File: src/rtl/pipe_hazard_ctrl_pkg.sv
// Shared types for the pipeline sequencer: FSM state encodings and default drain depth.
// Latency: n/a (types and constants only).
// Backpressure: n/a.
package pipe_hazard_ctrl_pkg;

  typedef enum logic [1:0] {
    ST_RUN    = 2'd0,
    ST_DRAIN  = 2'd1,
    ST_HALTED = 2'd2
  } state_t;

  // Cycles from HALT leaving ID until the oldest in-flight instruction retires from WB.
  localparam int DRAIN_CYCLES_DEF = 3;

endpackage

File: src/rtl/pipe_hazard_ctrl_load_use_detect.sv
// Load-use detect: a load in EX writes a register that the instruction in ID reads.
// Latency: purely combinational, same cycle.
// Backpressure: none; the sequencer acts on lu.
module load_use_detect #(
  parameter int REG_W = 3
) (
  input  logic [REG_W-1:0] id_rs,
  input  logic [REG_W-1:0] id_rt,
  input  logic             id_rs_v,
  input  logic             id_rt_v,
  input  logic             ex_memrd,
  input  logic [REG_W-1:0] ex_rd,
  output logic             lu
);

  // Only sources the ID instruction actually reads can create a hazard.
  always_comb begin
    lu = ex_memrd & (((ex_rd == id_rs) & id_rs_v) | ((ex_rd == id_rt) & id_rt_v));
  end

endmodule

File: src/rtl/pipe_hazard_ctrl.sv
// Pipeline sequencer: drives every pipe-register enable and flush strobe for the 5-stage core.
// Latency: outputs combinational from inputs and registered state; FSM state updates next clock.
// Backpressure: dmem_stall freezes all stages; imem_stall/load-use/HALT gate the front end only.
// Optional perf counters: define PIPE_HAZARD_PERF_CNT_EN.
module pipe_hazard_ctrl
  import pipe_hazard_ctrl_pkg::*;
#(
  parameter int REG_W        = 3,
  parameter int DRAIN_CYCLES = DRAIN_CYCLES_DEF,
  parameter int CNT_W        = 16
) (
  input  logic             clk,
  input  logic             rst_n,
  input  logic [REG_W-1:0] id_rs,
  input  logic [REG_W-1:0] id_rt,
  input  logic             id_rs_v,
  input  logic             id_rt_v,
  input  logic             id_halt,
  input  logic             ex_memrd,
  input  logic [REG_W-1:0] ex_rd,
  input  logic             ex_redirect,
  input  logic             imem_stall,
  input  logic             dmem_stall,
  output logic             pc_en,
  output logic             ifid_en,
  output logic             idex_en,
  output logic             exmem_en,
  output logic             memwb_en,
  output logic             ifid_flush,
  output logic             idex_flush,
`ifdef PIPE_HAZARD_PERF_CNT_EN
  output logic [CNT_W-1:0] lu_cnt,
  output logic [CNT_W-1:0] redir_cnt,
  output logic [CNT_W-1:0] mstall_cnt,
`endif
  output logic             halted
);

  localparam int DC_W = $clog2(DRAIN_CYCLES + 1);

  state_t          state_q, state_d;
  logic [DC_W-1:0] drain_cnt_q, drain_cnt_d;
  logic            lu;
  logic            take_lu, take_redir, take_mstall;

  load_use_detect #(.REG_W(REG_W)) u_lu (
    .id_rs    (id_rs),
    .id_rt    (id_rt),
    .id_rs_v  (id_rs_v),
    .id_rt_v  (id_rt_v),
    .ex_memrd (ex_memrd),
    .ex_rd    (ex_rd),
    .lu       (lu)
  );

  // State and drain counter registers.
  always_ff @(posedge clk or negedge rst_n) begin
    if (!rst_n) begin
      state_q     <= ST_RUN;
      drain_cnt_q <= '0;
    end else begin
      state_q     <= state_d;
      drain_cnt_q <= drain_cnt_d;
    end
  end

  // Next state and enable/flush decode; reset forces all stages off and flushing.
  always_comb begin
    state_d     = state_q;
    drain_cnt_d = drain_cnt_q;
    pc_en       = 1'b0;
    ifid_en     = 1'b0;
    idex_en     = 1'b0;
    exmem_en    = 1'b0;
    memwb_en    = 1'b0;
    ifid_flush  = 1'b0;
    idex_flush  = 1'b0;
    take_lu     = 1'b0;
    take_redir  = 1'b0;
    take_mstall = 1'b0;
    if (!rst_n) begin
      ifid_flush = 1'b1;
      idex_flush = 1'b1;
    end else begin
      case (state_q)
        ST_RUN: begin
          if (dmem_stall) begin
            // Whole pipe frozen; a pending redirect stays in EX and re-fires later.
            take_mstall = 1'b1;
          end else if (ex_redirect) begin
            take_redir = 1'b1;
            {pc_en, ifid_en, idex_en, exmem_en, memwb_en} = 5'b11111;
            ifid_flush = 1'b1;
            idex_flush = 1'b1;
          end else if (lu) begin
            // Hold PC and IF/ID, insert one bubble behind the load.
            take_lu    = 1'b1;
            idex_en    = 1'b1;
            exmem_en   = 1'b1;
            memwb_en   = 1'b1;
            idex_flush = 1'b1;
          end else if (imem_stall || id_halt) begin
            {ifid_en, idex_en, exmem_en, memwb_en} = 4'b1111;
            ifid_flush = 1'b1;
            if (!imem_stall) begin
              state_d     = ST_DRAIN;
              drain_cnt_d = DC_W'(DRAIN_CYCLES - 1);
            end
          end else begin
            {pc_en, ifid_en, idex_en, exmem_en, memwb_en} = 5'b11111;
          end
        end
        ST_DRAIN: begin
          ifid_flush  = 1'b1;
          idex_flush  = 1'b1;
          take_mstall = dmem_stall;
          if (!dmem_stall) begin
            {ifid_en, idex_en, exmem_en, memwb_en} = 4'b1111;
            if (drain_cnt_q == '0) begin
              state_d = ST_HALTED;
            end else begin
              drain_cnt_d = drain_cnt_q - 1'b1;
            end
          end
        end
        ST_HALTED: begin
          state_d = ST_HALTED;
        end
        default: begin
          state_d = ST_RUN;
        end
      endcase
    end
  end

  assign halted = (state_q == ST_HALTED);

`ifdef PIPE_HAZARD_PERF_CNT_EN
  // Saturating event counters; the take_* strobes are already zero in HALTED.
  always_ff @(posedge clk or negedge rst_n) begin
    if (!rst_n) begin
      lu_cnt     <= '0;
      redir_cnt  <= '0;
      mstall_cnt <= '0;
    end else begin
      if (take_lu && (lu_cnt != '1))         lu_cnt     <= lu_cnt + 1'b1;
      if (take_redir && (redir_cnt != '1))   redir_cnt  <= redir_cnt + 1'b1;
      if (take_mstall && (mstall_cnt != '1)) mstall_cnt <= mstall_cnt + 1'b1;
    end
  end
`else
  // Strobes only feed the optional counters.
  logic unused_take;
  assign unused_take = take_lu ^ take_redir ^ take_mstall;
`endif

endmodule

File: config.mk
export PLATFORM = sky130hd
export DESIGN_NAME = pipe_hazard_ctrl
export DESIGN_NICKNAME = d
export VERILOG_FILES = /design/src/rtl/pipe_hazard_ctrl_pkg.sv /design/src/rtl/pipe_hazard_ctrl_load_use_detect.sv /design/src/rtl/pipe_hazard_ctrl.sv
export SDC_FILE = /design/constraint.sdc
export NUM_CORES = 1
export LEC_CHECK = 0
export CORE_AREA = 2 2 39 41
export CTS_BUF_LIST = sky130_fd_sc_hd__clkbuf_4 sky130_fd_sc_hd__clkbuf_8 sky130_fd_sc_hd__clkbuf_16
export CTS_CLUSTER_DIAMETER = 200
export DETAILED_ROUTE_END_ITERATION = 6
export DIE_AREA = 0 0 41 43
export PLACE_DENSITY = 0.76
export SYNTH_ARGS = -nofsm -noshare
export SYNTH_HDL_FRONTEND = slang
export SYNTH_SLANG_ARGS = --single-unit
File: constraint.sdc
create_clock -name clk -period 2.4 [get_ports clk]
set_clock_uncertainty 0.15 [all_clocks]
set_input_delay 0.48 -clock clk [delete_from_list [all_inputs] [get_ports clk]]
set_output_delay 0.48 -clock clk [all_outputs]
set_load 0.02 [all_outputs]
==> results by stage, run 1 <==
Run:
- Across the run, the number of max-cap violations was 0.

Finish:
- The area added between synthesis and finish is 73.44%.
- The leading cell type in the layout, fill and taps excluded is sky130_fd_sc_hd__dlygate4sd2_1.
- Excluding fillers, the count of instances in the completed layout stands at 109.
- The multi-input combinational cells in the finished layout cover a total of approximately 320 um2.
- 0 antenna diodes ended up in the layout.
- The fraction of layout instances using a drive strength above 1 is 0.2581.
- The final net count is 117.
- The design area is ~800 um2.
- The fill cell total of the finished layout is between 100 and 150.
- In the layout the commonest cells are sky130_fd_sc_hd__dlygate4sd2_1, sky130_fd_sc_hd__buf_4, sky130_fd_sc_hd__nor2_1.
- The sequential standard cell area is about 100 um2.

Clocking:
- The maximum root-to-sink buffer count is 2.
- The clock transition at the registers of the reported paths is approximately 0.04 ns.
- The count of hold-fix buffers inserted at cts is 0.
- The CTS tree is built.
- The cell sitting at the root of the clock tree is a sky130_fd_sc_hd__clkbuf_4.
- Clock tree synthesis found a total of 4 sinks.
- The CTS H-tree depth is 1.
- The TritonCTS buffer count is 3.
- Clock latency on the worst-skew pair, taken at its later pin, is 0.24 ns.

STA:
- The number of setup violations in the final report is 0.
- For the final routed database, the setup TNS stands at 0 ns.
- The number of max-slew violations in the final report is 0.
- The final clock period utilization by the worst path is 0.9699.
- The worst max-slew margin expressed relative to the limit is 0.7614.
- The count of final hold-check violations is 0.
- At the pin with the least slew margin, the transition time is 0.3575 ns.
- The minimum clock period after layout is 2.328 ns.
- Setup slack on the critical path of the routed design comes to between 0.07 and 0.08 ns.
- Derived from the worst setup path, the maximum achievable clock frequency is 0.4296 GHz.

GRT:
- The pin count of the biggest net entering global routing is 8.
- The via count of the first global-routing pass is around 520.
- The overall track demand over capacity in global routing is 0.1693.
- The residual overflow from global routing is 0.
- The number of antenna violations at the first check in global routing is 0.
- The first global-routing pass estimated just over 2 mm of wire.

Worst hold path:
- In this run the worst hold path is classified as flip-flop to flip-flop.

Yosys:
- When the netlist entered floorplanning its net count stood at 78.
- The netlist area before placement is 461.7 um2.
- The sequential area share after synthesis is 0.2168.
- The synthesized area per cell is around 8.2 um2.
- The most frequently used flop master after synthesis is sky130_fd_sc_hd__dfrtp_1.
- The warning count from the yosys run is 0.
- Synthesis produced a netlist whose cell count is between 50 and 60.
- For this run, asynchronously set or reset flops after synthesis account for 1.000.
- The synthesized netlist contains 23 unique library cells.
- The synthesized design contains 0 enable-type register cells.
- After synthesis the netlist holds a flip-flop and latch count of 4.

Pwr:
- The final total power is approximately 630 uW.
- The total leakage power is 0.3941 nW.
- The maximum resistive drop on vdd is between 0.2 and 0.3 mV.
- For this design the ratio of total power to cell area is approximately 800 mW/mm2.

Floorplan:
- Row generation in the floorplan step produced 14 rows.
- The number of I/O pins is 26.
- The floorplan step defined a die boundary enclosing between 0.0015 and 0.002 mm2.
- The total area inside the core boundary comes to about 0.0014 mm2.
- The initial cell density of the core is 0.3336.
- The y dimension of the die is around 43 um.
- The die is about 41 um wide.

Detailed routing:
- The number of vias per cell is between 4 and 5.
- The number of search-and-repair iterations in the first detailed-routing pass is 4.
- The overall via count from detail_route is ~540.
- After the first detailed-routing iteration, the DRC count stood at 5.
- After detailed routing, the number of remaining DRC violations is 0.
- The total wire length after detailed routing is ~1.2 mm.
- In the final routed layout, each cell accounts on average for roughly 11 um.
- Once detail routing completed, the nets flagged for antenna violations numbered 0.

Place:
- The post-place instance area is 797.0 um2.
- Once detailed placement completed, the half-perimeter wirelength came to roughly 1.0 mm.
- The number of buffers added on ports is 25.
- OpenSTA, run right after detailed placement, puts the worst setup slack at -0.5852 ns.
- The final estimated routing congestion in global placement is 0.7627.
- Counting tap cells, the placed design contains a total of roughly 110 instances.

Critical path:
- STA classifies the critical path startpoint as a primary input.
- The critical path goes through clkdlybuf4s50_1 -> inv_1 -> nor3_2 -> buf_4 -> dlygate4sd2_1.
- The top cell family by delay on the critical path is buffers and inverters.
- The worst path arrival time is 1.70 ns.
- The slowest stage of the critical path is the sky130_fd_sc_hd__clkdlybuf4s50_1 cell.
- The total buffers and inverters traversed by the critical path is 4.
- The setup path with the least slack is of type primary input to output port.
- For this run, the slowest stage of the critical path takes about 0.48 ns.
- The worst setup path is captured at an output port.
- In this run the worst path has a maximum fanout of 3.
- STA puts the critical path data required time at approximately 1.8 ns.

Run status:
- The run finished with clean final reports.
## where the power goes
part           switching, mW  total, mW  leakage [nW]  internal [mW]
logic                  0.222      0.427         0.332          0.205
clock network         0.0325     0.0888        0.0138         0.0563
registers             0.0181      0.112        0.0487         0.0944
## what timing repair did
action / CTS / global route
hold endpoints to repair: 0 / 0
pin swaps: 10 / 4
resized for setup: 31 / 4
endpoints found under the setup margin: 7 / 4
buffers inserted: 0 / 1
cloned: 0 / 0
## layout make-up
class,count,area share
Multi-Input combinational cell,42,0.4016
Timing Repair Buffer,36,0.3828
Sequential cell,4,0.1250
Inverter,8,0.03750
Clock buffer,3,0.02812
Tap cell,16,0.02500
## cells in the mapped netlist, types with 2 or more instances
cell type	instances	area, um2
sky130_fd_sc_hd__dfrtp_1	4	100.1
sky130_fd_sc_hd__buf_4	2	15.01
sky130_fd_sc_hd__nor3_1	3	15.01
sky130_fd_sc_hd__ha_1	4	50.05
sky130_fd_sc_hd__nor2_1	9	33.78
sky130_fd_sc_hd__nand2_1	3	11.26
sky130_fd_sc_hd__nand4_1	2	12.51
sky130_fd_sc_hd__inv_1	8	30.03
sky130_fd_sc_hd__xnor2_1	6	52.55
sky130_fd_sc_hd__o21ai_0	2	10.01
## path summary, 6_finish.rpt
check                            from        endpoint  slack (ns)  depth (start not counted)
min in group asynchronous       rst_n  drain_cnt_q[1]        0.39                          2
setup / recovery                rst_n         idex_en        0.07                          5
hold / removal             state_q[0]      state_q[0]        0.37                          1
setup reg to reg           state_q[0]  drain_cnt_q[0]        0.35                          7
hold reg to reg            state_q[0]      state_q[0]        0.37                          1
max in group asynchronous       rst_n      state_q[1]        1.59                          2
## metal layers
layer,vias to the layer above,global-route usage,wire [um]
li1,271,-,-
met1,245,0.2077,487
met2,21,0.2750,634
met3,0,0.02094,69
met4,0,0.08000,0
met5,-,0,0
## stage by stage
stage | utilization | hold slack (ns)
4_1_cts | 0.5805 | 0.3734
2_1_floorplan | - | 0.03441
6_report | 0.5787 | 0.3734
3_5_place_dp | 0.5759 | 0.3641
5_1_grt | 0.5787 | 0.3827
3_3_place_gp | 0.5759 | 0.3620
## flip-flops by register name, summed over array words and instances (netlist names)
name and cells:
state_q 2, drain_cnt_q 2
## cell families (layout without fill, tap and decap cells)
kind of cell	after synthesis	in the layout	share of synthesized area
AND/OR/NAND/NOR	18	18	0.1707
AO/OA/AOI/OAI	13	13	0.2683
buffers and inverters	10	47	0.09755
XOR/XNOR	6	6	0.1138
adder cells (fa/ha/maj)	4	4	0.1084
flip-flops	4	4	0.2168
multiplexers	1	1	0.02439
(Power assumes the default switching activity.)
==> inputs of run 2 (changes only) <==
--- a/config.mk
+++ b/config.mk
@@ -11,6 +11,7 @@
 export DETAILED_ROUTE_END_ITERATION = 6
 export DIE_AREA = 0 0 41 43
 export PLACE_DENSITY = 0.76
+export REMOVE_ABC_BUFFERS = 1
 export SYNTH_ARGS = -nofsm -noshare
 export SYNTH_HDL_FRONTEND = slang
 export SYNTH_SLANG_ARGS = --single-unit
==> results by stage, run 2 (synthesis results as in run 1) <==
STA:
- The worst pin sits at a relative slew slack of 0.7608.
- Derived from the worst setup path, the maximum achievable clock frequency is ~0.42 GHz.
- The smallest clock period supported by the final layout is computed as 2.361 ns.
- Setup repair after global routing could not meet its margin everywhere.
- Setup violations remaining at the end of the flow were counted as 0.
- The count of final hold-check violations is 0.
- The slew of the pin with the lowest slew margin is around 0.36 ns.
- The number of max-slew violations in the final report came to 0.
- Dividing the final minimum period by the clock period gives 0.9836.
- The final total negative setup slack is 0 ns.

GRT:
- For this run, the total global-route usage over all layers was measured as 0.1693.
- The wire length of the first global-routing pass is just over 2 mm.
- The number of antenna violations at the first check in global routing came to 0.
- The via count of the first global-routing pass is 545.
- The total overflow left after global routing is 0.
- Entering global routing, the biggest net connects 8 pins.

Detailed routing:
- After detailed routing, the number of vias per cell comes to approximately 5.0.
- The detail route stage leaves a number of antenna-violating nets equal to 0.
- For this block, the routed nets add up to approximately 1.2 mm of wire.
- The detailed router finished its first iteration with 17 violations.
- For this block, the via count after detailed routing is between 500 and 600.
- For this run, design rule violations remaining after detail routing come to 0.
- Dividing the detail-routed wire length by the instance count gives between 10 and 15 um.
- The number of search-and-repair iterations in the first detailed-routing pass is 3.

Critical path:
- The top fanout value on the critical path is 3.
- On the worst path, the slowest cell contributes a delay of 0.48 ns.
- The critical path contains buffers and inverters numbering 4 combined.
- For the worst setup path, the data arrival time is 1.73 ns.
- The critical path's slowest cell is sky130_fd_sc_hd__clkdlybuf4s50_1.
- STA classifies the critical path endpoint as an output port.
- The cell family contributing the most delay on the critical path is buffers and inverters.
- The critical path goes through clkdlybuf4s50_1 -> inv_1 -> nor3_1 -> buf_4 -> dlygate4sd2_1.
- The type of element launching the critical path is a primary input.
- The data required time at the worst endpoint is between 1.5 and 2 ns.
- The worst setup path category is primary input to output port.

Place:
- The final estimated routing congestion in global placement is ~0.76.
- The post-place instance area is 769.5 um2.
- Port buffering added 25 buffers.
- Summed over all nets, the half-perimeter wirelength after detailed placement is approximately 1.1 mm.

Pwr:
- The analysis attributes to net switching a power of about 270 uW.
- The fraction of power spent switching nets is 0.4387.
- The internal power of the cells totals 345.7 uW.
- Of the total power, the clock network draws 0.145.
- The share of power burned in combinational logic is 0.669.
- Dividing total power by cell area gives a power density of around 800 mW/mm2.
- The total leakage power is 0.3847 nW.
- The sequential fraction of design power is 0.186.
- The maximum resistive drop on vdd is roughly 0.26 mV.

Finish:
- The final net count is between 100 and 150.
- The sequential standard cell area is roughly 100 um2.
- In the final layout, the share of cells above drive strength 1 is 0.2333.
- Once layout is done, the placed cells without fillers occupy a little under 800 um2.
- In the final layout, the registers with the most flip-flops are drain_cnt_q x2, state_q x2.
- The area added between synthesis and finish is 67.48%.
- In the layout the commonest cells are sky130_fd_sc_hd__nor2_1, sky130_fd_sc_hd__buf_4, sky130_fd_sc_hd__inv_1.
- The number of antenna diodes in the final layout is 0.
- The area occupied by multi-input gates is 316.6 um2.
- The fill cell total of the finished layout is roughly 150.

Floorplan:
- The area of the core is between 0.001 and 0.0015 mm2.
- The placement row count is 14.
- The die is ~41 um wide.
- For this configuration, the core starts out at a cell density of 0.3336.
- Pin placement for this block handled 26 I/O pins.
- The total die area is between 0.0015 and 0.002 mm2.
- From bottom edge to top edge, the die measures between 40 and 50 um.

Clocking:
- For the worst-skew pair, the clock arrives at the later sink with an insertion delay of approximately 0.24 ns.
- In this run the number of H-tree levels came out at 1.
- The sink count of the clock tree is 4.
- The clock transition at the registers of the reported paths is 0.04 ns.
- The root cell of the clock tree is sky130_fd_sc_hd__clkbuf_4.
- The maximum root-to-sink buffer count is 2.
- The CTS tree is built.
- The TritonCTS buffer count is 3.

Run status:
- The flow ran to the end, and the final reports show no timing, DRC or antenna violations.

Worst hold path:
- The type of the most critical hold path is flip-flop to flip-flop.

Run:
- Max-cap violations in this run came to 0.
-- run 2: changes by cell type in the layout (fill, tap and decap cells not counted), sizes merged --
cell and delta:
dlygate4sd2 -5, clkdlybuf4s15 +4, buf -3, clkbuf +1, clkdlybuf4s50 -1, dlymetal6s2s +1
-- run 2: power groups by stage --
stage / clock [mW] / sequential [mW] / combinational, mW
CTS: 0.0914 / 0.115 / 0.421
detailed placement: 0 / 0.116 / 0.442
global placement: 0 / 0.113 / 0.427
finish: 0.0893 / 0.114 / 0.412
global route: 0.0972 / 0.118 / 0.453
floorplan: 0 / 0.110 / 0.260
-- run 2: final timing paths --
path / start / endpoint / slack [ns] / cells after the start
max: rst_n / memwb_en / 0.04 / 5
min: state_q[0] / state_q[0] / 0.38 / 1
max reg2reg: state_q[0] / drain_cnt_q[0] / 0.37 / 7
min reg2reg: state_q[0] / state_q[0] / 0.38 / 1
max in group asynchronous: rst_n / state_q[0] / 1.58 / 2
min in group asynchronous: rst_n / drain_cnt_q[0] / 0.40 / 2
-- run 2: timing repair --
action	4_1_cts	5_1_grt
buffers inserted	1	0
pin swaps	8	10
resized for setup	32	9
setup endpoints to repair	7	6
hold buffers	0	0
gates cloned	0	0
-- run 2: stage by stage --
stage / power (mW) / setup WS, ns / instances / utilization / hold slack [ns]
after global placement: 0.5394 / -0.5380 / 102 / 0.5561 / 0.3621
after detailed placement: 0.5580 / -0.5456 / 102 / 0.5561 / 0.3798
after CTS: 0.6270 / 0.001405 / 106 / 0.5588 / 0.3882
after floorplan: 0.3699 / -0.9165 / 54 / - / 0.03441
after global routing: 0.6683 / -0.03628 / 106 / 0.5588 / 0.4219
final: 0.6159 / 0.03943 / 106 / 0.5588 / 0.3782
-- run 2: per-layer routing --
layer | wire [um] | global-route usage
met4 | 14 | 0.08000
met5 | 0 | 0
met1 | 452 | 0.1629
met3 | 77 | 0.02618
met2 | 674 | 0.3156
-- run 2: cell type report --
class | count | share of cell area
well taps | 16 | 0.02589
clock buffers | 3 | 0.02913
repair buffers | 33 | 0.3673
multi-input cells | 42 | 0.4094
inverters | 8 | 0.03883
flip-flops and latches | 4 | 0.1294
==> inputs of run 3 (changes only) <==
--- a/config.mk
+++ b/config.mk
@@ -5,12 +5,13 @@
 export SDC_FILE = /design/constraint.sdc
 export NUM_CORES = 1
 export LEC_CHECK = 0
-export CORE_AREA = 2 2 39 41
+export ABC_AREA = 1
+export CORE_MARGIN = 2
+export CORE_UTILIZATION = 40
 export CTS_BUF_LIST = sky130_fd_sc_hd__clkbuf_4 sky130_fd_sc_hd__clkbuf_8 sky130_fd_sc_hd__clkbuf_16
 export CTS_CLUSTER_DIAMETER = 200
 export DETAILED_ROUTE_END_ITERATION = 6
-export DIE_AREA = 0 0 41 43
-export PLACE_DENSITY = 0.76
+export PLACE_DENSITY = 0.79
 export REMOVE_ABC_BUFFERS = 1
 export SYNTH_ARGS = -nofsm -noshare
 export SYNTH_HDL_FRONTEND = slang
==> results by stage, run 3 <==
Yosys:
- The synthesized-area fraction occupied by ao, oa, aoi and oai cells is 0.07066.
- The portion of synthesized area spent on multiplexers is 0.
- Of the total synthesized cell area, the portion taken by XOR and XNOR cells is 0.
- In this run, distinct cell masters in the synthesized netlist total 18.
- The cell count after synthesis came out at around 100.
- In this run, synthesis inferred 0 flip-flops with an integrated enable.
- The share of synthesized cell area in and, or, nand and nor gates is 0.5075.
- Counting instances in the post-synthesis netlist gives the leading cell types as sky130_fd_sc_hd__nand2_1, sky130_fd_sc_hd__nor2_1, sky130_fd_sc_hd__inv_1.
- The flip-flop and latch count after synthesis is 4.
- Of the total synthesized cell area, the portion taken by full adders, half adders and majority gates is 0.08565.
- The biggest area contributor in the post-synthesis netlist is sky130_fd_sc_hd__nand2_1.
- For this run, the leading register cell type out of synthesis is sky130_fd_sc_hd__dfrtp_1.
- In the post-synthesis netlist, the cell with the most instances is sky130_fd_sc_hd__nand2_1.
- The netlist area before placement is slightly below 600 um2.
- The synthesized area per cell is a little under 6 um2.
- The sequential area share after synthesis is 0.1713.
- After synthesis, the largest family of logic cells by area is simple AND/OR/NAND/NOR gates.
- The share of synthesized area in the top cell type comes to 0.2184.
- The warning count from the yosys run is 0.
- By area the synthesized netlist is led by sky130_fd_sc_hd__nand2_1, sky130_fd_sc_hd__dfrtp_1, sky130_fd_sc_hd__nor2_1, sky130_fd_sc_hd__inv_1, sky130_fd_sc_hd__ha_1.
- The share of flip-flops with an asynchronous set or reset is 1.000.

GRT:
- The number of antenna violations at the first check in global routing is 0.
- The wire length of the first global-routing pass is approximately 2.8 mm.
- The residual overflow from global routing is 0.
- Entering global routing, the biggest net connects 7 pins.
- In the global route stage, overall resource usage came out at 0.1982.
- The via count of the first global-routing pass is 740.

Detailed routing:
- The overall via count from detail_route is 700.
- For this run, design rule violations remaining after detail routing come to 0.
- The number of search-and-repair iterations in the first detailed-routing pass is 5.
- Using the TritonRoute via totals, the vias-per-cell ratio works out to approximately 4.6.
- The number of DRC violations after detailed-routing iteration 0 is 13.
- In this run the remaining antenna-violating nets after routing total 0.
- The total wire length after detailed routing is ~1.5 mm.
- The detailed-route wire length per cell is slightly above 10 um.

Finish:
- The largest registers in the layout are drain_cnt_q x2, state_q x2.
- The leading cell type in the layout, fill and taps excluded is sky130_fd_sc_hd__nand2_1.
- Across the whole layout, storage elements account for between 100 and 150 um2.
- The area occupied by multi-input gates is between 300 and 400 um2.
- In the final layout, the share of cells above drive strength 1 is 0.2059.
- The antenna diode instance count is 0.
- The area growth from synthesis to layout is 53.96%.
- The post-route non-filler standard cell count is ~150.
- Leaving out fill and tap cells, the most frequent cells in the layout are sky130_fd_sc_hd__nand2_1, sky130_fd_sc_hd__nor2_1, sky130_fd_sc_hd__inv_1.
- After filler insertion, the fill cell instance count of the layout stands at between 100 and 150.
- The final net count is 160.

Floorplan:
- The die is 42.22 um wide.
- The die covers 0.001783 mm2.
- The initial cell density of the core is 0.4381.
- In this run the standard cell core region covers roughly 0.0013 mm2.
- For this design the top-level I/O count stands at 26.
- The die is around 42 um tall.
- The placement row count is 13.

Place:
- The wire-length estimate of the detail-placed layout is roughly 1.3 mm.
- The number of buffers added on ports is 25.
- The final estimated routing congestion in global placement is between 0.8 and 0.9.
- After detailed placement, the design holds a cell count of approximately 150.

STA:
- For the pin with the worst max-slew slack, the measured transition is between 0.2 and 0.3 ns.
- The count of final hold-check violations is 0.
- In the finished design, the share of the clock period the worst path needs comes to 0.9581.
- The final total negative setup slack is 0 ns.
- The number of max-slew violations in the final report was 0.
- Timing would allow up to ~0.43 GHz.
- Setup violations remaining at the end of the flow were counted as 0.
- The worst max-slew margin expressed relative to the limit is 0.8272.
- The clock period could shrink to between 2 and 2.5 ns.
- Setup repair after global routing left no endpoint under its margin.

Worst hold path:
- The type of the most critical hold path is flip-flop to flip-flop.
- The worst hold path endpoint is drain_cnt_q[1].
- The worst hold path was traced through 2 stages.
- The start point of the worst hold path is drain_cnt_q[1].

Run status:
- The flow ran to the end, and the final reports show no timing, DRC or antenna violations.

Critical path:
- The worst setup path category is primary input to output port.
- The type of element capturing the critical path is an output port.
- The worst setup path is launched from a primary input.
- The number of cells on the worst reg-to-reg path is 10.
- At the worst endpoint, the arrival time is approximately 1.7 ns.
- STA puts the critical path data required time at roughly 1.8 ns.
- In this run the critical register-to-register path is launched from state_q[0].
- The capturing point of the worst reg2reg path is state_q[0].
- The reg-to-reg setup timing slack is between 0.5 and 0.6 ns.
- The top fanout value on the critical path is 3.

Pwr:
- For this design the ratio of total power to cell area is 793.1 mW/mm2.
- IR analysis of the VDD net gives a maximum drop of between 0.5 and 0.6 mV.
- For this design the static power due to leakage is about 0.56 nW.
- Of the total power, the clock network draws 0.120.
- In this run the power spent charging and discharging nets is 336.7 uW.
- Of the total power, the share spent switching nets is 0.4719.
- The cell-internal power is 376.8 uW.
- The share of total power dissipated in combinational logic is 0.702.
- The share of total power dissipated in sequential elements is 0.178.

Clocking:
- The clock passes through at most 2 buffers.
- The latest clock arrival within the worst-skew pair is 0.24 ns.
- The sink count of the clock tree is 4.
- In this run the clock root is driven by a sky130_fd_sc_hd__clkbuf_4.
- TritonCTS built the clock tree.
- In this run, post-CTS hold repair placed 0 buffers.
- The CTS H-tree depth is 1.
- The TritonCTS buffer count is 3.
- The clock transition at the registers of the reported paths is about 0.040 ns.

Run:
- Max-cap violations in this run came to 0.
[run 3: area by class of cell]
type                       count  area share
clock buffer                   3     0.02503
inverter                      18     0.07510
multi-input combinational     76      0.4312
sequential                     4      0.1113
tap                           15     0.02086
timing repair buffer          35      0.3366
[run 3: per-layer routing]
layer | routed length [um] | track usage | vias to the layer above
met5 | 0 | 0 | -
met4 | 12 | 0.07500 | 0
met3 | 101 | 0.03448 | 2
met2 | 749 | 0.3631 | 26
met1 | 665 | 0.2245 | 295
li1 | - | - | 377
[run 3: kinds of logic after synthesis]
kind of cell	count (synthesis)
AOI/OAI and AO/OA	5
adders and majority gates	4
buffers and inverters	21
DFF	4
and+or+nand+nor	67
[run 3: what timing repair did]
item / CTS / global route
resized for setup: 29 / 2
pin swaps: 6 / 7
endpoints found under the setup margin: 7 / 4
setup buffers: 0 / 0
[run 3: worst max path at each step]
stage                          start    endpoint  slack [ns]
after detailed placement    ex_rd[1]  idex_flush       -0.49
after global routing           rst_n       pc_en       0.002
after floorplan           state_q[0]    exmem_en       -0.02
after CTS                   id_rs[0]     ifid_en       0.009
final                          rst_n       pc_en        0.10
after global placement      ex_rd[1]  idex_flush       -0.47
[run 3: critical path: stages]
cell                              delay, ns
sky130_fd_sc_hd__clkdlybuf4s50_1       0.52
sky130_fd_sc_hd__inv_1                 0.07
sky130_fd_sc_hd__nor2_1                0.21
sky130_fd_sc_hd__o211ai_2              0.13
sky130_fd_sc_hd__nor2_1                0.09
sky130_fd_sc_hd__buf_2                 0.16
[run 3: metrics by stage]
step             util  instance area [um2]  setup WS, ns  hold slack [ns]  power, mW
5_1_grt        0.6745                899.6      0.002157           0.3825     0.7838
3_3_place_gp   0.6745                899.6       -0.4701           0.3188     0.6316
3_5_place_dp   0.6745                899.6       -0.4856           0.3501     0.6526
6_report       0.6745                899.6        0.1006           0.3587     0.7135
4_1_cts        0.6707                894.6      0.008739           0.3596     0.7195
2_1_floorplan       -                555.5      -0.02067          0.03441     0.4327
[run 3: power groups by stage]
stage | Combinational [mW] | Clock, mW | Sequential, mW
after floorplan | 0.313 | 0 | 0.119
after global placement | 0.507 | 0 | 0.124
after detailed placement | 0.526 | 0 | 0.127
after CTS | 0.506 | 0.0878 | 0.126
after global routing | 0.560 | 0.0941 | 0.129
final | 0.501 | 0.0854 | 0.127
